==> config.mk <==
export PLATFORM = sky130hd
export DESIGN_NAME = gpr_wport_arbiter
export DESIGN_NICKNAME = d
export VERILOG_FILES = /design/src/rtl/gpr_wport_arbiter.sv
export SDC_FILE = /design/constraint.sdc
export NUM_CORES = 1
export LEC_CHECK = 0
export ABC_CLOCK_PERIOD_IN_PS = 2850
export BUFFER_PORTS_ARGS = -buffer_cell sky130_fd_sc_hd__buf_2
export CAP_MARGIN = 10
export CORE_UTILIZATION = 49
export DETAILED_ROUTE_END_ITERATION = 10
export HOLD_SLACK_MARGIN = 0.02
export PLACE_DENSITY = 0.85
export SLEW_MARGIN = 5
export SYNTH_ARGS = -nofsm -noshare
export SYNTH_HDL_FRONTEND = slang
export SYNTH_SLANG_ARGS = --single-unit
==> constraint.sdc <==
create_clock -name clk -period 2.85 [get_ports clk]
set_clock_uncertainty 0.05 [all_clocks]
set_input_delay 0.4275 -clock clk [delete_from_list [all_inputs] [get_ports clk]]
set_output_delay 0.4275 -clock clk [all_outputs]
set_load 0.1 [all_outputs]
==> src/rtl/gpr_wport_arbiter.sv <==
// Single write port of the 32x32 GPR file, shared by writeback, a debug requester
// and a clear sequencer. Write winner of cycle N is presented on the port in cycle N+1.
module gpr_wport_arbiter #(
    parameter int unsigned XLEN           = 32,
    parameter int unsigned NREGS          = 32,
    parameter int unsigned STARVE_LIMIT   = 8,
    parameter int unsigned CLEAR_ON_RESET = 1
) (
    input  logic            clk,
    input  logic            rst_n,
    input  logic            RegWrite_WB,
    input  logic [4:0]      rd_wb,
    input  logic [XLEN-1:0] rd_wb_data,
    input  logic            dbg_req,
    input  logic [4:0]      dbg_addr,
    input  logic [XLEN-1:0] dbg_wdata,
    output logic            dbg_ack,
    input  logic            clr_req,
    output logic            clr_busy,
    output logic            clr_done,
    output logic            hold_o,
    output logic            gpr_we,
    output logic [4:0]      gpr_waddr,
    output logic [XLEN-1:0] gpr_wdata
);

    localparam int unsigned AW = 5;
    localparam int unsigned CW = $clog2(STARVE_LIMIT + 1);

    localparam logic [AW-1:0] LAST_PTR   = AW'(NREGS - 1);
    localparam logic [CW-1:0] STARVE_MAX = CW'(STARVE_LIMIT);

    localparam logic [0:0] ST_RUN   = 1'b0;
    localparam logic [0:0] ST_CLEAR = 1'b1;
    localparam logic [0:0] ST_RESET = (CLEAR_ON_RESET != 0) ? ST_CLEAR : ST_RUN;

    logic [0:0]      state, state_d;
    logic [AW-1:0]   clr_ptr, clr_ptr_d;
    logic [CW-1:0]   starve_cnt, starve_d;
    logic            ack_q;
    logic            ack_c;
    logic            wb_live;
    logic            we_d;
    logic [AW-1:0]   waddr_d;
    logic [XLEN-1:0] wdata_d;
    logic            done_d;

    // Arbitration: live WB > clear sequencer > debug (RUN only, one-cycle lockout after ack)
    always_comb begin
        state_d   = state;
        clr_ptr_d = clr_ptr;
        starve_d  = starve_cnt;
        we_d      = 1'b0;
        waddr_d   = gpr_waddr;
        wdata_d   = gpr_wdata;
        done_d    = 1'b0;
        ack_c     = 1'b0;
        wb_live   = RegWrite_WB && (rd_wb != '0);

        if (wb_live) begin
            we_d    = 1'b1;
            waddr_d = rd_wb;
            wdata_d = rd_wb_data;
        end else if (state == ST_CLEAR) begin
            we_d    = 1'b1;
            waddr_d = clr_ptr;
            wdata_d = '0;
            if (clr_ptr == LAST_PTR) begin
                clr_ptr_d = AW'(1);
                state_d   = ST_RUN;
                done_d    = 1'b1;
            end else begin
                clr_ptr_d = clr_ptr + AW'(1);
            end
        end else if (dbg_req && !ack_q) begin
            ack_c   = 1'b1;
            we_d    = (dbg_addr != '0);
            waddr_d = dbg_addr;
            wdata_d = dbg_wdata;
        end

        if ((state == ST_RUN) && clr_req) begin
            state_d = ST_CLEAR;
        end

        // Starvation counter saturates; any ack or dropped request clears it
        if (!dbg_req || ack_c) begin
            starve_d = '0;
        end else if (starve_cnt < STARVE_MAX) begin
            starve_d = starve_cnt + CW'(1);
        end
    end

    always_ff @(posedge clk) begin
        if (!rst_n) begin
            state      <= ST_RESET;
            clr_ptr    <= AW'(1);
            starve_cnt <= '0;
            ack_q      <= 1'b0;
            gpr_we     <= 1'b0;
            gpr_waddr  <= '0;
            gpr_wdata  <= '0;
            clr_done   <= 1'b0;
            clr_busy   <= (ST_RESET == ST_CLEAR);
            hold_o     <= 1'b0;
        end else begin
            state      <= state_d;
            clr_ptr    <= clr_ptr_d;
            starve_cnt <= starve_d;
            ack_q      <= ack_c;
            gpr_we     <= we_d;
            gpr_waddr  <= waddr_d;
            gpr_wdata  <= wdata_d;
            clr_done   <= done_d;
            clr_busy   <= (state == ST_CLEAR);
            hold_o     <= (starve_d == STARVE_MAX);
        end
    end

    // Ack is issued in the arbitration cycle itself
    assign dbg_ack = rst_n && ack_c;

endmodule

==> After elaboration in Yosys (flattened, before gate mapping) <==
Cells that the tools add are included.
Widths: inputs -> output; s select.
{ "op_classes": {"n_addsub": 2, "reduce_logical": 13, "n_shift": 0, "n_bitwise": 3, "n_mul": 0, "div": 0, "mux": 18, "order_cmp": 1, "n_eq_ne": 2} }
{ "op_table": {"columns": ["operator", "n"], "rows": [
  ["$mux 32", 3],
  ["$mux 5", 4],
  ["$reduce_bool 5->1", 2],
  ["$mux 1", 9],
  ["$mux 4", 2],
  ["$add 5x1->5 const B", 1],
  ["$eq 5x5->1 const B", 1],
  ["$add 4x1->4 const B", 1],
  ["$eq 4x4->1 const B", 1],
  ["$logic_and 1x1->1", 4],
  ["$lt 4x4->1 const B", 1],
  ["$not 1->1", 3],
  ["$reduce_bool 3->1", 1],
  ["$reduce_or 3->1", 1],
  ["$logic_not 1->1", 2],
  ["$reduce_and 2->1", 1],
  ["$reduce_or 2->1", 1],
  ["$logic_or 1x1->1", 1]
]} }
{ "word_totals": {"out_inout_bits": 42, "latchBits": 0, "memories": 0, "reg_bits": 52, "ramBits": 0, "rom_bits": 0} }

==> Logic depth before layout (Yosys ltp) <==
Gate-level depths: netlist (run 1).
{ "depth": {"depth_word": 8, "ltp_mapped": 6, "mapped_depth_nobuf": 6} }

==> Worst setup path after synthesis (run 1) <==
OpenSTA, ideal clock, no wires.
{ "synth_path": {"kind": "register to output", "start": "register state", "end": "output port dbg_ack", "t_required_ps": 2372, "path_slack_ps": -611, "n_path_buf": 2, "stages_incl_launch_ff": 6, "arrival_time_ps": 2983, "cell_sequence": "dfxtp_1 clkbuf_2 inv_1 clkbuf_1 nand2_1 nor3_1"} }
{ "synth_via": {"elab_chain_cells": 3} }
{ "synth_lines": {"columns": ["item", "line", "source"], "rows": [
  ["from (decl)", "37", "logic [0:0] state, state_d;"],
  ["from (signal assigned)", "107", "state <= state_d;"],
  ["$mux 1", "64", "end else if (state == ST_CLEAR) begin"],
  ["$mux 1", "60", "if (wb_live) begin"],
  ["$logic_and 1x1->1", "121", "assign dbg_ack = rst_n && ack_c;"],
  ["to (decl)", "17", "output logic dbg_ack,"]
]} }
Every way passes these cells.

==> Final worst setup path (run 1) <==
Same ends and word-level chain as after synthesis.

==> key figures, run 1 <==
Routing
  – Vias: 2569
  – DR WL/cell: approximately 14 µm
  – Routed Antenna Nets: 0
  – Initial DRT Pass Iterations: 4
  – DRC Markers: 0
  – Post-Route WL: 6377 µm
  – Vias per cell: 5.696
  – 1st-iter DRT viols: around 130

Critical path
  – CP max stage delay: 0.70 ns
  – Flop2flop setup slack: ~0.83 ns
  – Critical path type: reg2out
  – Crit path cell chain: inv_1, nand2_1, nor3_2, buf_2
  – CP required: 2.37 ns
  – Slowest CP cell: dfxtp_1
  – Worst setup SP type: flip-flop
  – CP Max Fanout: 18
  – Critical path endpoint category: output port
  – CP arrival: 1.93 ns

Floorplan
  – Total die area: 5137 µm²
  – Cell Rows: 24
  – I/O Pins: 121
  – Die width: 71.67 µm
  – Initial core utilization: 52.81%
  – Core ar.: about 4500 µm²
  – Die Span Y: 71.67 µm

Clocking
  – Clk_lat worst skew: 0.30 ns
  – Hold Buf Count CTS: 0
  – Root Buffer: clkbuf_8
  – Clock Sinks: between 50 and 60
  – CTS tree: done
  – Worst-path clk slew: 0.09 ns
  – Post_cts resized: 0
  – Total CTS buffers: 5
  – Buffers from clock root to sink, at most: 2
  – Setup bufs post-CTS: 0
  – H-tree Lvls: 2

GRT
  – GRT Total Usage: 24.19%
  – GRT overflow: 0
  – Global-route wire length before repair: 9970 µm
  – Vias in the first global route: 2293
  – Antenna violations before repair: 0
  – Largest net degree at the start of global routing: 48

Yosys
  – Cell with the most instances after synthesis: o21ai_0
  – Post-Syn Area: 2379 µm²
  – Syn_nets: 373
  – Syn Inst Count: 291
  – Synth top area cells: dfxtp_1 44%, o21ai_0 13%, a211oi_1 10%
  – Post-synth top area share: 43.77%
  – Largest area contributor in the netlist: dfxtp_1
  – EDFF count, synth: 0
  – Synth Flop Type: dfxtp_1
  – Post-synthesis async set-or-reset flop share: 0%
  – Synth warnings: 0
  – Syn avg cell area: 8.174 µm²
  – #FFs+latches synth: 52
  – Seq/Total Area, Yosys: 43.77%
  – Unique masters post-synth: 39
  – Synth top cells by count: 63 x o21ai_0, 52 x dfxtp_1, 45 x nor2_1

Timing
  – Final setup violation count: 0
  – FMAX: 0.4147 GHz
  – Period utilisation layout: roughly 85%
  – Tmin final: 2.412 ns
  – Slew Viols, Final: 0
  – Slew headroom: roughly 57%
  – Tightest Pin Transition: 0.6457 ns
  – RSZ-0062 raised after global routing: false
  – Fin. Hold Viols: 0
  – Setup_tns: 0 ns

Finish
  – Fraction of layout cells with a size suffix above 1: about a third
  – Fin nets: 480
  – Final core occ: between 60% and 70%
  – Diode count: 0
  – Area Overhead vs Synth: 31.09%

Pwr
  – Leak pwr: 1.409 nW
  – PwrDens: 559.5 nW/µm²
  – Maximum vdd drop: between 0.3 and 0.4 mV

Job
  – MaxCap Viol Count: 0

Status
  – Status: finished clean

Placement
  – Port buffer count: 120
  – Routability-driven placement congestion ratio: 0.7850
  – Post-DP HPWL: 4267 µm

Min path
  – Hold Path Class: in2reg
[worst max-delay path, delay by kind of cell, from the launching register on]
kind	cells	cell delay (ns)
buf+inv	2	0.66
flops	1	0.70
simple gates	2	0.27
[per-layer routing]
| layer | GRT usage (%) | wire [µm] |
|---|---|---|
| met1 | 28.44 | 2872 |
| met5 | 0 | 0 |
| met3 | 4.360 | 363 |
| met4 | 8.061 | 34 |
| met2 | 44.23 | 3107 |
[state kept, by name, indices dropped and copies added, names as in the netlist]
register / count
gpr_wdata: 32
state: 1
starve_cnt: 4
clr_ptr: 5
clr_busy: 1
clr_done: 1
hold_o: 1
ack_q: 1
gpr_we: 1
gpr_waddr: 5
[area by class of cell]
type	instances	area [µm²]
Tap cell	52	65.06
Multi-Input combinational cell	212	1227
Sequential cell	52	1041
Timing Repair Buffer	125	650.6
Inverter	2	7.507
Clock buffer	7	96.34
Fill cell	380	1386
Clock inverter	1	30.03
[cells in the final DEF (no fill, tap or decap), types with 6 or more instances in the layout]
cell	Yosys	final
buf_2	8	120
clkbuf_8	0	7
a211oi_1	32	32
nand2_1	6	6
o21ai_1	10	10
dfxtp_1	52	52
a21oi_1	6	6
nor2_1	45	45
o21ai_0	63	63
[report_power, final]
group | internal [mW] | switching (mW)
logic | 0.0993 | 0.321
clock network | 0.310 | 0.231
registers | 0.762 | 0.0211
total | 1.17 | 0.573
[per-stage QoR]
step                      power, mW  cells  hold WS (ns)  cell area [µm²]  worst slack (ns)
after floorplan               1.111    291        0.4111             2384            0.2383
after global placement        1.215    443        0.4245             2992            0.6880
after detailed placement      1.219    443        0.4298             2992            0.6435
after CTS                     1.759    451        0.3349             3118            0.4316
after global routing          1.813    451        0.3537             3118            0.2574
final                         1.745    451        0.3499             3118            0.4384
[path summary, 6_finish.rpt]
check,startpoint,to,depth (start not counted)
max reg2reg,state,gpr_wdata[30],5
min,rd_wb[4],gpr_waddr[4],3
min reg2reg,gpr_wdata[0],gpr_wdata[0],2
max,state,dbg_ack,4
[cells by family after synthesis]
logic type               count (synthesis)  synth area share [%]
AO/OA/AOI/OAI                          132                 34.25
AND/OR/NAND/NOR                         74                 14.36
flip-flops                              52                 43.77
buffers and inverters                   27                 4.892
adder cells (fa/ha/maj)                  3                 1.578
XOR/XNOR                                 2                0.7366
multiplexers                             1                0.4208
Power figures use the tool's default switching activity.
==> run 2, diff against run 1 <==
Settings changed: ABC_CLOCK_PERIOD_IN_PS 2850 to 1940, CORE_UTILIZATION 49 to 41, PLACE_DENSITY 0.85 to 0.76.
Clock period 2.85 ns to 1.94 ns, I/O delays scaled along.
==> key figures, run 2 (synthesis results as in run 1) <==
Routing
  – DRC Markers: 0 (unchanged)
  – Initial DRT Pass Iterations: 4 (unchanged)
  – DR WL/cell: 13.25 µm (was 14.14 µm)
  – Post-Route WL: 6362 µm (was 6377 µm)
  – Vias: 2612 (was 2569)
  – Routed Antenna Nets: 0 (unchanged)
  – 1st-iter DRT viols: 103 (was 128)
  – Vias per cell: 5.442 (was 5.696)

Clocking
  – Clk_lat worst skew: 0.29 ns (was 0.30 ns)
  – CTS tree: done (unchanged)
  – Post_cts resized: 0 (unchanged)
  – Clock Sinks: 52 (unchanged)
  – Setup bufs post-CTS: 0 (unchanged)
  – Worst-path clk slew: 0.09 ns (about the same)
  – Hold Buf Count CTS: 0 (unchanged)
  – Total CTS buffers: 5 (unchanged)
  – Buffers from clock root to sink, at most: 2 (unchanged)
  – H-tree Lvls: 2 (unchanged)
  – Root Buffer: clkbuf_8 (unchanged)

Job
  – MaxCap Viol Count: 0 (unchanged)

Finish
  – Non-Filler Instances: 480 (was 451)
  – Fill cells: 552 (was 380)
  – Top Registers: gpr_wdata: 32 flops, clr_ptr: 5 flops, gpr_waddr: 5 flops (unchanged)
  – Number of flip-flops in the largest register: 32 (unchanged)
  – Commonest non-fill, non-tap cells in the layout: 119 x buf_2, 63 x o21ai_0, 52 x dfxtp_1 (was 120 x buf_2, 63 x o21ai_0, 52 x dfxtp_1)
  – Fin nets: 489 (was 480)
  – Diode count: 0 (unchanged)
  – Final design instance area without fill: 3248 µm² (was 3118 µm²)
  – Fraction of layout cells with a size suffix above 1: 36.52% (was 34.84%)
  – Final core occ: 58.63% (was 69.22%)
  – Largest Register: gpr_wdata (unchanged)
  – Most common cell after layout, fill and taps aside: buf_2 (unchanged)
  – Area Overhead vs Synth: 36.56% (was 31.09%)

GRT
  – GRT Total Usage: 21.75% (was 24.19%)
  – GRT overflow: 0 (unchanged)
  – Largest net degree at the start of global routing: 31 (was 48)
  – Vias in the first global route: 2322 (was 2293)
  – Global-route wire length before repair: 10640 µm (was 9970 µm)
  – Antenna violations before repair: 0 (unchanged)

Pwr
  – Maximum vdd drop: 0.3551 mV (was 0.3351 mV)
  – Cell internal pwr: 1.731 mW (was 1.171 mW)
  – PwrDens: 793.5 nW/µm² (was 559.5 nW/µm²)
  – Sw frac: 32.82% (was 32.85%)
  – Combinational power share: 24.5% (was 24.1%)
  – Leak pwr: 1.456 nW (was 1.409 nW)
  – Reg power frac: 44.7% (was 44.9%)
  – Clock power frac: 30.8% (was 31.0%)
  – NetSw: 0.8459 mW (was 0.5732 mW)
  – Power Total: 2.577 mW (was 1.745 mW)

Status
  – Status: finished clean (unchanged)

Critical path
  – Slowest CP cell: dfxtp_1 (unchanged)
  – Worst R2R Path Depth: 5 (unchanged)
  – Critical path type: reg2out (unchanged)
  – CP Max Fanout: 20 (was 18)
  – Worst setup path startpoint: ack_q (was state)
  – CP required: 1.60 ns (was 2.37 ns)
  – Crit-path leading delay family: buffers and inverters (was flip-flops)
  – CP arrival: 1.49 ns (was 1.93 ns)
  – Crit path depth: 4 (unchanged)
  – Crit path cell chain: nand2b_1, buf_6, nor3_4, buf_12 (was inv_1, nand2_1, nor3_2, buf_2)
  – Worst setup SP type: flip-flop (unchanged)
  – CP bufs+invs: 2 (unchanged)
  – Critical path endpoint category: output port (unchanged)
  – Worst reg2reg startpoint: clr_ptr[0] (was state)
  – CP max stage delay: 0.33 ns (was 0.70 ns)

Timing
  – Hold_ws: 0.2043 ns (was 0.3499 ns)
  – Final setup violation count: 0 (unchanged)
  – Slew headroom: 50.44% (was 56.95%)
  – Setup_tns: 0 ns (unchanged)
  – FMAX: 0.5450 GHz
  – Final WS setup: 0.1051 ns (was 0.4384 ns)
  – Fin. Hold Viols: 0 (unchanged)
  – Tightest Pin Transition: 0.7434 ns (was 0.6457 ns)
  – RSZ-0062 raised after global routing: false (unchanged)
  – Period utilisation layout: roughly 95%
  – Tmin final: 1.835 ns
  – Slew Viols, Final: 0 (unchanged)

Floorplan
  – Die width: 78.17 µm (was 71.67 µm)
  – I/O Pins: 121 (unchanged)
  – Die Span Y: 78.17 µm (was 71.67 µm)
  – Initial core utilization: 42.93% (was 52.81%)
  – Cell Rows: 27 (was 24)
  – Core ar.: 5540 µm² (was 4504 µm²)
  – Total die area: 6110 µm² (was 5137 µm²)

Placement
  – DP Cell Count: 472 (was 443)
  – Post-place setup slack: 0.1389 ns (was 0.6435 ns)
  – DP Area: 3117 µm² (was 2992 µm²)
  – Routability-driven placement congestion ratio: 0.7473 (was 0.7850)
  – Port buffer count: 120 (unchanged)
  – Post-DP HPWL: 4598 µm (was 4267 µm)

Min path
  – Hold Path Class: in2reg (unchanged)
  – Hold wc startpoint: rd_wb[4] (unchanged)
  – Hold Path Cell Cnt: 3 (unchanged)
==> run 2: changes by cell type in the layout (fill, tap and decap cells not counted), sizes merged <==
cell and delta:
buf +9, clkinv +1, inv -1
==> run 2: path summary, 6_finish.rpt <==
| path | endpoint | slack (ns) |
|---|---|---|
| max | dbg_ack | 0.11 |
| min reg2reg | gpr_wdata[8] | 0.44 |
| min | gpr_waddr[4] | 0.20 |
| max reg2reg | clr_ptr[3] | 0.12 |
==> run 2: final cells by class <==
cell class	instances	area [µm²]	area share [%]
clock buffer	7	96.34	2.966
inverter	2	8.758	0.2696
tap	72	90.09	2.773
multi-input combinational	212	1245	38.33
sequential	52	1041	32.05
clock inverter	1	30.03	0.9245
timing repair buffer	134	737.0	22.69
==> run 2: layer usage <==
metal	up-vias	GRT usage [%]	part of all wire (%)
met5	-	0	0
met4	0	7.222	0.75
met3	4	5.233	8.2
met2	112	39.30	48
met1	1202	24.93	43
li1	1294	-	-
==> run 2: power groups by stage <==
stage / combinational (mW) / sequential, mW / clock [mW]
finish: 0.631 / 1.15 / 0.795
CTS: 0.633 / 1.15 / 0.820
floorplan: 0.134 / 1.50 / 0
detailed placement: 0.632 / 1.18 / 0
global route: 0.667 / 1.16 / 0.860
global placement: 0.625 / 1.17 / 0
==> run 2: worst min-delay path, cell delays in order <==
cell	delay, ns
buf_2	0.11
nand2_1	0.06
a21oi_1	0.05
